File: src/rtl/hall_emulator_pkg.sv
// rtl/hall_emulator_pkg.sv - shared motor definitions: hall commutation table, illegal codes, fault modes
package hall_emulator_pkg;

  localparam logic [2:0] HALL_ALL_LOW  = 3'b000;
  localparam logic [2:0] HALL_ALL_HIGH = 3'b111;

  localparam logic [1:0] FAULT_NONE   = 2'b00;
  localparam logic [1:0] FAULT_LOW    = 2'b01;
  localparam logic [1:0] FAULT_HIGH   = 2'b10;
  localparam logic [1:0] FAULT_FREEZE = 2'b11;

  typedef enum logic [1:0] {
    ST_IDLE,
    ST_RUN,
    ST_FORCED,
    ST_FROZEN
  } emu_state_t;

  // Forward commutation order; the hall decoder uses the same table.
  function automatic logic [2:0] hall_code(input logic [2:0] idx);
    logic [2:0] code;
    case (idx)
      3'd0:    code = 3'b001;
      3'd1:    code = 3'b011;
      3'd2:    code = 3'b010;
      3'd3:    code = 3'b110;
      3'd4:    code = 3'b100;
      3'd5:    code = 3'b101;
      default: code = 3'b001;
    endcase
    return code;
  endfunction

  function automatic logic [2:0] step_index(input logic [2:0] idx, input logic fwd);
    logic [2:0] nxt;
    if (fwd) nxt = (idx == 3'd5) ? 3'd0 : idx + 3'd1;
    else     nxt = (idx == 3'd0) ? 3'd5 : idx - 3'd1;
    return nxt;
  endfunction

endpackage

File: src/rtl/hall_emulator_hall_step_timer.sv
// rtl/hall_emulator_hall_step_timer.sv - hall_step_timer: period counter, shadow period and terminal-count pulse
module hall_step_timer
  #(parameter int PERIOD_WIDTH = 16)
  (
  input  logic                    clk,
  input  logic                    rst,
  input  logic                    i_run,
  input  logic                    i_hold,
  input  logic                    i_restart,
  input  logic [PERIOD_WIDTH-1:0] i_period,
  output logic                    o_tc
  );

  logic [PERIOD_WIDTH-1:0] r_cnt;
  logic [PERIOD_WIDTH-1:0] r_shadow;
  logic                    r_armed;
  logic [PERIOD_WIDTH-1:0] w_cnt;
  logic [PERIOD_WIDTH-1:0] w_per;
  logic                    w_armed;

  // Until the shadow is armed on the first running cycle, the live period is used directly.
  assign w_cnt   = i_restart ? '0 : r_cnt;
  assign w_armed = r_armed & ~i_restart;
  assign w_per   = w_armed ? r_shadow : i_period;
  assign o_tc    = i_run && (w_cnt == w_per - PERIOD_WIDTH'(1));

  always_ff @(posedge clk or posedge rst) begin
    if (rst) begin
      r_cnt    <= '0;
      r_shadow <= '0;
      r_armed  <= 1'b0;
    end else if (!i_hold) begin
      if (!i_run) begin
        r_cnt   <= '0;
        r_armed <= 1'b0;
      end else if (o_tc) begin
        r_cnt    <= '0;
        r_shadow <= i_period;
        r_armed  <= 1'b1;
      end else begin
        r_cnt <= w_cnt + PERIOD_WIDTH'(1);
        if (!w_armed) begin
          r_shadow <= i_period;
          r_armed  <= 1'b1;
        end
      end
    end
  end

endmodule

File: src/rtl/hall_emulator.sv
// rtl/hall_emulator.sv - hall sensor sequence emulator with fault injection; HALL_EMU_BOUNCE_EN adds contact bounce
module hall_emulator
  import hall_emulator_pkg::*;
  #(
  parameter int PERIOD_WIDTH  = 16,
  parameter int COUNT_WIDTH   = 16,
  parameter int BOUNCE_CYCLES = 4
  )
  (
  input  logic                    clk,
  input  logic                    rst,
  input  logic                    en,
  input  logic                    dir,
  input  logic [PERIOD_WIDTH-1:0] step_period,
  input  logic [1:0]              fault_mode,
  output logic [2:0]              hall,
  output logic                    step_strobe,
  output logic [COUNT_WIDTH-1:0]  step_count
  );

`ifdef HALL_EMU_BOUNCE_EN
  localparam bit BOUNCE_EN = 1'b1;
`else
  localparam bit BOUNCE_EN = 1'b0;
`endif
  localparam int                BW         = $clog2(BOUNCE_CYCLES + 2);
  localparam logic [PERIOD_WIDTH:0] BOUNCE_MIN = (PERIOD_WIDTH + 1)'(BOUNCE_CYCLES + 1);

  emu_state_t       r_state;
  emu_state_t       w_state;
  logic             w_run;
  logic             w_hold;
  logic             w_restart;
  logic             w_step;
  logic             w_bounce_ok;
  logic [2:0]       w_idx_next;
  logic [2:0]       r_idx;
  logic [2:0]       r_hall;
  logic [2:0]       r_old;
  logic [BW-1:0]    r_bnc;
  logic             r_strobe;
  logic [COUNT_WIDTH-1:0] r_count;

  always_ff @(posedge clk or posedge rst) begin
    if (rst) r_state <= ST_IDLE;
    else     r_state <= w_state;
  end

  always_comb begin
    w_state = ST_IDLE;
    if (fault_mode == FAULT_FREEZE)
      w_state = ST_FROZEN;
    else if (fault_mode != FAULT_NONE)
      w_state = ST_FORCED;
    else if (en && (step_period != '0))
      w_state = ST_RUN;
    w_run     = (w_state == ST_RUN);
    w_hold    = (w_state == ST_FROZEN);
    // A freeze keeps the counter, but leaving it still restarts the period from zero.
    w_restart = (r_state == ST_FROZEN);
  end

  hall_step_timer #(.PERIOD_WIDTH(PERIOD_WIDTH)) u_timer (
    .clk       (clk),
    .rst       (rst),
    .i_run     (w_run),
    .i_hold    (w_hold),
    .i_restart (w_restart),
    .i_period  (step_period),
    .o_tc      (w_step)
  );

  assign w_idx_next  = step_index(r_idx, dir);
  // Bounce must settle before the next step can arrive.
  assign w_bounce_ok = BOUNCE_EN && ({1'b0, step_period} > BOUNCE_MIN);

  always_ff @(posedge clk or posedge rst) begin
    if (rst) begin
      r_idx    <= 3'd0;
      r_hall   <= 3'b001;
      r_old    <= 3'b001;
      r_bnc    <= '0;
      r_strobe <= 1'b0;
      r_count  <= '0;
    end else begin
      r_strobe <= w_step;
      if (w_state == ST_FORCED) begin
        r_hall <= (fault_mode == FAULT_LOW) ? HALL_ALL_LOW : HALL_ALL_HIGH;
        r_bnc  <= '0;
      end else if (w_state == ST_RUN) begin
        if (w_step) begin
          r_idx   <= w_idx_next;
          r_hall  <= hall_code(w_idx_next);
          r_old   <= r_hall;
          r_bnc   <= w_bounce_ok ? BW'(BOUNCE_CYCLES) : '0;
          r_count <= r_count + (dir ? COUNT_WIDTH'(1) : {COUNT_WIDTH{1'b1}});
        end else if (r_bnc != '0) begin
          r_hall <= r_old;
          r_bnc  <= r_bnc - BW'(1);
        end else begin
          r_hall <= hall_code(r_idx);
        end
      end else if (w_state == ST_IDLE) begin
        r_hall <= hall_code(r_idx);
        r_bnc  <= '0;
      end
    end
  end

  assign hall        = r_hall;
  assign step_strobe = r_strobe;
  assign step_count  = r_count;

endmodule

File: config.mk
export PLATFORM = sky130hd
export DESIGN_NAME = hall_emulator
export DESIGN_NICKNAME = d
export VERILOG_FILES = /design/src/rtl/hall_emulator_pkg.sv /design/src/rtl/hall_emulator_hall_step_timer.sv /design/src/rtl/hall_emulator.sv
export SDC_FILE = /design/constraint.sdc
export NUM_CORES = 1
export LEC_CHECK = 0
export ABC_AREA = 1
export BUFFER_PORTS_ARGS = -buffer_cell sky130_fd_sc_hd__buf_2
export CORE_MARGIN = 4
export CORE_UTILIZATION = 55
export DETAILED_ROUTE_END_ITERATION = 8
export PLACE_DENSITY = 0.71
export SYNTH_ARGS = -nofsm -noshare
export SYNTH_HDL_FRONTEND = slang
export SYNTH_SLANG_ARGS = --single-unit
File: constraint.sdc
create_clock -name clk -period 5 [get_ports clk]
set_input_delay 0.75 -clock clk [delete_from_list [all_inputs] [get_ports clk]]
set_output_delay 0.75 -clock clk [all_outputs]
set_load 0.02 [all_outputs]
==> results of run 1 <==
layout by cell type (no fill, tap or decap), types with 2 or more instances in the layout:
master and count:
bufinv_16 2, inv_1 83, buf_2 41, o21ai_2 14, a21oi_1 22, o211ai_2 8, nand3b_1 9, ha_1 21
o21ai_1 8, nand3_2 4, a31oi_1 2, nand2_2 18, nor2_1 45, xnor2_1 10, buf_4 3, o21ai_0 23
o22ai_1 8, o2111ai_1 2, nand4_1 13, inv_2 13, nand2_1 227, clkinvlp_4 2, nor2_4 6, nor3_2 5
o211ai_1 7, nor3_1 7, dfrtp_1 62, xor2_1 22, or2_2 3, clkbuf_8 10, o21bai_1 2, dfstp_2 2
nand3_1 66, nor2_2 8, nand2_4 3
worst max-delay path: cells and delay by family, from the launching register on:
family | cells | cell delay [ps]
AND/OR/NAND/NOR | 16 | 2750
flip-flops | 1 | 350
AO/OA/AOI/OAI | 1 | 270
adder cells (fa/ha/maj) | 1 | 220
routing by layer:
| layer | part of all wire | GRT usage | up-vias |
|---|---|---|---|
| met4 | 0.017 | 0.0768 | 0 |
| li1 | - | - | 2511 |
| met5 | 0 | 0 | - |
| met2 | 0.48 | 0.419 | 137 |
| met1 | 0.45 | 0.317 | 2363 |
| met3 | 0.060 | 0.0468 | 20 |
metrics by stage:
stage | util | std cells | hold slack (ps) | total power, mW | instance area, um^2
final | 0.617 | 921 | 490 | 1.38 | 5760
after global routing | 0.617 | 921 | 513 | 1.46 | 5760
after CTS | 0.617 | 921 | 488 | 1.39 | 5760
after detailed placement | 0.593 | 905 | 465 | 0.874 | 5530
after global placement | 0.593 | 905 | 460 | 0.868 | 5530
after floorplan | - | 750 | 442 | 0.809 | 5310
cells by family (layout without fill, tap and decap cells):
kind of cell               count (synthesis)  in the layout  synth area share
xor gates and xnor gates                  32             32            0.0528
and+or+nand+nor                          417            417             0.367
DFF                                       64             64             0.302
adders and majority gates                 22             22            0.0533
AOI/OAI and AO/OA                         99             99             0.124
buffers and inverters                    116            158             0.101
state kept, by name, indices dropped and copies added (netlist names):
signal	count
hall	3
r_bnc	3
r_idx	3
r_old	3
r_state	2
step_count	16
step_strobe	1
u_timer.r_armed	1
u_timer.r_cnt	16
u_timer.r_shadow	16
worst paths after layout:
check	to	slack, ps	depth (start not counted)
min in group asynchronous	u_timer.r_shadow[7]	610	3
hold / removal	r_bnc[1]	490	2
max in group asynchronous	u_timer.r_shadow[9]	3820	3
setup reg to reg	r_bnc[0]	1270	18
hold reg to reg	r_bnc[1]	490	2
setup / recovery	r_bnc[0]	1270	18
layout make-up:
class	count	area share
Multi-Input combinational cell	570	0.551
Inverter	98	0.0643
Clock buffer	11	0.0246
Sequential cell	64	0.279
Clock inverter	5	0.0139
Timing Repair Buffer	44	0.0396
Tap cell	129	0.0280
power by group:
| part | total, mW | switching [mW] | internal [mW] |
|---|---|---|---|
| sequential | 0.565 | 0.0181 | 0.547 |
| combinational | 0.300 | 0.202 | 0.0983 |
| clock | 0.515 | 0.222 | 0.294 |
==> results.py, run 1 <==
metrics = {
    "run_status": {
        "run_status": "finished, final reports clean",
    },
    "critical_path": {
        "cp-start-kind": "register",
        "critPathLaunch": "r_state[1]",
        "cp_slowest_cell": "nand2_2",
        "crit_arrival_ps": 3970,
        "critPathKind": "reg -> reg",
        "critPathRequiredTime_ps": 5240,
        "r2r-start": "r_state[1]",
        "cp-end-kind": "register",
        "cp_cell_sequence": "nand2_2 -> nand2_2 -> nand2_1 -> nand2_2 -> ha_1 -> nand3_4 -> nor2_4 -> nand2_1 -> nand2_1 -> nand2_1 -> nand2_1 -> nand3_1 -> nor3_2 -> nand3_2 -> nand2_2 -> o21ai_0 -> nand2_1 -> nand2_1",
        "slowest_delay_ps": 590,
        "cp_common_cell": "nand2_1",
        "cp_max_fo": 30,
    },
    "yosys": {
        "syn_inst": 750,
        "syn-cell-area_mm2": 0.00531,
        "synth_nets": 794,
        "synth.most_common_cell": "nand2_1",
        "async_reset_ff_frac": 1.00,
        "synth_seq_cells": 64,
        "synth_common_cells": "227 x nand2_1, 84 x inv_1, 66 x nand3_1, 62 x dfrtp_1, 45 x nor2_1",
        "ys.flop_type": "dfrtp_1",
        "yosysWarnings": 0,
        "synth_edf_count": 0,
        "ys_seq_area_frac": 0.302,
        "synth_top_cell_by_area": "dfrtp_1",
        "synth.area.top_cells": "dfrtp_1 29%, nand2_1 16%, nand3_1 6.2%",
        "synth_top_area_frac": 0.292,
        "ys_types": 44,
        "syn-mean-instance-area_um2": 7.08,
    },
    "clocking": {
        "numCtsBuffers": 9,
        "root_buffer": "clkbuf_8",
        "cts_tree": "built",
        "post_cts_buffers": 0,
        "ctsResizeCount": 0,
        "clock_sinks": 64,
        "clkTransAtPathRegs_ps": 70,
        "clkLatencyLatePin_ps": 360,
        "h-tree-depth": 3,
        "ctsLongestPathBuffers": 2,
        "ctsHoldBuffers": 0,
    },
    "final_layout": {
        "area.growth.synth_to_final_pct": 8.39,
        "diodes": 0,
        "fin_nets": 831,
        "drive_above_1_share": 0.184,
        "multiInputGateArea_mm2": 0.00317,
        "fillers": 877,
        "seqCellArea_mm2": 0.00160,
    },
    "floorplan": {
        "start_util": 0.569,
        "die_x_um": 106,
        "die-area_mm2": 0.0113,
        "fp-row-count": 35,
        "fp.coreArea_mm2": 0.00933,
        "ioPinCount": 42,
        "die_y_um": 106,
    },
    "run": {
        "maxCapViolations": 0,
    },
    "grt": {
        "antenna_found_initial": 0,
        "grt_pass1_wl_mm": 22.7,
        "grt_max_degree": 65,
        "grt-ovfl-total": 0,
        "first_global_vias": 4901,
        "grt_usage": 0.247,
    },
    "timing": {
        "timing.final.hold_violations": 0,
        "slew_headroom": 0.407,
        "period_share": 0.745,
        "setup_tns_ps": 0,
        "skew_ps": 14.2,
        "setup_slack_ps": 1270,
        "tightest_slew_ps": 889,
        "setup_violations": 0,
        "max_freq_ghz": 0.268,
        "min_period_ps": 3730,
        "slew_violations": 0,
        "grt_setup_unrepaired": "no",
    },
    "routing": {
        "viasPerCell": 5.46,
        "drc_errors": 0,
        "drtPass1Iterations": 5,
        "wl_per_cell_um": 14.3,
        "vias": 5031,
        "finalWirelength_mm": 13.2,
        "ant_nets": 0,
        "drtIter0Drc": 259,
    },
    "power": {
        "p_per_area_mw_per_mm2": 240,
        "ir_drop_mv": 0.160,
        "leakage_nw": 2.94,
    },
    "worst_hold_path": {
        "min-delay-start": "r_bnc[1]",
        "hold_class": "reg -> reg",
    },
    "place": {
        "hpwl_mm": 9.83,
        "place_ws_ps": 1290,
        "io_buffers": 41,
        "gp_congestion": 0.957,
    },
}
No activity file was read; power rests on OpenSTA's default activity.
==> run 2, diff against run 1 <==
Clock period 5 ns to 3.65 ns, I/O delays scaled along.
==> run 2 against run 1 <==
- clock power is 38% higher
- worst hold slack worse by 180 ps
- fmax is 18% higher
- largest power group unchanged
==> results.py, run 2 (same netlist as run 1, synthesis figures left out) <==
metrics = {
    "floorplan": {
        "die_x_um": 106,
        "die_y_um": 106,
        "fp-row-count": 35,
        "start_util": 0.569,
        "fp.coreArea_mm2": 0.00933,
        "die-area_mm2": 0.0113,
        "ioPinCount": 42,
    },
    "routing": {
        "wl_per_cell_um": 15.0,
        "vias": 5112,
        "drtIter0Drc": 328,
        "ant_nets": 0,
        "drc_errors": 0,
        "drtPass1Iterations": 5,
        "finalWirelength_mm": 14.0,
        "viasPerCell": 5.49,
    },
    "power": {
        "p_per_area_mw_per_mm2": 327,
        "leakage_nw": 2.99,
        "ir_drop_mv": 0.197,
    },
    "timing": {
        "setup_violations": 0,
        "timing.final.hold_violations": 0,
        "setup_slack_ps": 503,
        "slew_violations": 0,
        "setup_tns_ps": 0,
        "skew_ps": 10.4,
        "tightest_slew_ps": 736,
        "max_freq_ghz": 0.318,
        "whs_ps": 313,
        "min_period_ps": 3150,
        "slew_headroom": 0.509,
        "grt_setup_unrepaired": "no",
        "period_share": 0.862,
    },
    "critical_path": {
        "crit_arrival_ps": 3380,
        "timing.critical_path.buf_inv": 1,
        "critPathRequiredTime_ps": 3890,
        "cp_common_cell": "nand2_1",
        "cp_cell_sequence": "nand2_2 -> nand3b_1 -> nand2_2 -> ha_1 -> nand3_4 -> nor2_4 -> nand2_1 -> nand2_1 -> nand2_1 -> nand2_1 -> nand3_1 -> nor3_2 -> nand3_2 -> nand2_2 -> buf_4 -> o211ai_1",
        "r2r-start": "r_state[0]",
        "cp_slowest_cell": "dfrtp_1",
        "crit_family": "simple AND/OR/NAND/NOR gates",
        "slowest_delay_ps": 370,
        "r2r-end": "u_timer.r_shadow[10]",
        "worst-r2r-setup-slack_ps": 500,
        "critPathKind": "reg -> reg",
        "cp-start-kind": "register",
        "rr_worst_depth": 16,
        "cp-end-kind": "register",
        "cp_max_fo": 17,
    },
    "final_layout": {
        "fin_nets": 841,
        "final_cell_mix": "227 x nand2_1, 83 x inv_1, 66 x nand3_1",
        "diodes": 0,
        "drive_above_1_share": 0.195,
        "final_common_cell": "nand2_1",
        "area.growth.synth_to_final_pct": 9.80,
        "finalInstanceArea_mm2": 0.00583,
    },
    "grt": {
        "busiest_layer": "met2",
        "grtUsageMet2": 0.438,
        "grt_pass1_wl_mm": 23.6,
        "grt_use_met1": 0.332,
        "grt-ovfl-total": 0,
        "first_global_vias": 5130,
        "met3_usage": 0.0449,
        "grt_usage": 0.256,
        "antenna_found_initial": 0,
        "grt_max_degree": 32,
    },
    "clocking": {
        "ctsHoldBuffers": 0,
        "numCtsBuffers": 9,
        "clkLatencyLatePin_ps": 350,
        "cts_tree": "built",
        "post_cts_buffers": 0,
        "h-tree-depth": 3,
        "clock_sinks": 64,
        "root_buffer": "clkbuf_8",
        "ctsResizeCount": 0,
        "ctsLongestPathBuffers": 2,
        "clkTransAtPathRegs_ps": 80,
    },
    "place": {
        "gp_congestion": 1.02,
        "place_ws_ps": 564,
        "hpwl_mm": 10.5,
        "postPlaceCellArea_mm2": 0.00561,
        "io_buffers": 41,
    },
    "run": {
        "maxCapViolations": 0,
    },
    "run_status": {
        "run_status": "finished, final reports clean",
    },
    "worst_hold_path": {
        "hold_class": "in -> async",
    },
}
-- run 2: cell count changes in the layout (fill, tap and decap cells not counted) --
cell	change
clkbuf_8	-1
clkinv_4	+3
buf_4	+10
clkinvlp_4	-1
clkinv_2	-1
-- run 2: layout make-up --
| type | instances | area, um^2 |
|---|---|---|
| Clock buffer | 10 | 128 |
| Sequential cell | 64 | 1600 |
| Timing Repair Buffer | 54 | 303 |
| Tap cell | 129 | 161 |
| Fill cell | 876 | 3500 |
| Inverter | 98 | 370 |
| Multi-Input combinational cell | 570 | 3170 |
| Clock inverter | 6 | 93.8 |
-- run 2: worst reg2reg max path, stage by stage (launching register included) --
cell	delay (ps)
dfrtp_1	370
nand2_2	270
nand3b_1	190
nand2_2	180
ha_1	240
nand3_4	120
nor2_4	210
nand2_1	100
nand2_1	90
nand2_1	60
nand2_1	70
nand3_1	80
nor3_2	150
nand3_2	200
nand2_2	330
buf_4	260
o211ai_1	110
-- run 2: per-stage QoR --
stage / std cells / util / power [mW]
2_1_floorplan: 750 / - / 1.11
3_3_place_gp: 915 / 0.601 / 1.19
3_5_place_dp: 915 / 0.601 / 1.20
4_1_cts: 931 / 0.625 / 1.91
5_1_grt: 931 / 0.625 / 2.01
6_report: 931 / 0.625 / 1.90
-- run 2: where the power goes --
| group | internal (mW) | switching, mW |
|---|---|---|
| registers | 0.749 | 0.0271 |
| logic | 0.140 | 0.280 |
| clock network | 0.388 | 0.321 |
-- run 2: worst max path at each step --
stage | startpoint | to | slack (ps) | depth (start not counted)
3_3_place_gp | step_period[0] | u_timer.r_shadow[14] | 700 | 17
6_report | r_state[0] | u_timer.r_shadow[10] | 500 | 16
5_1_grt | r_state[1] | r_bnc[1] | 300 | 17
3_5_place_dp | r_state[0] | u_timer.r_shadow[14] | 560 | 16
4_1_cts | r_state[0] | u_timer.r_shadow[12] | 560 | 16
2_1_floorplan | r_state[0] | step_count[6] | 1170 | 19
-- run 2: routing by layer --
metal	share of wire	up-vias
met5	0	-
met4	0.017	0
met3	0.055	23
met2	0.49	158
met1	0.44	2399
li1	-	2532
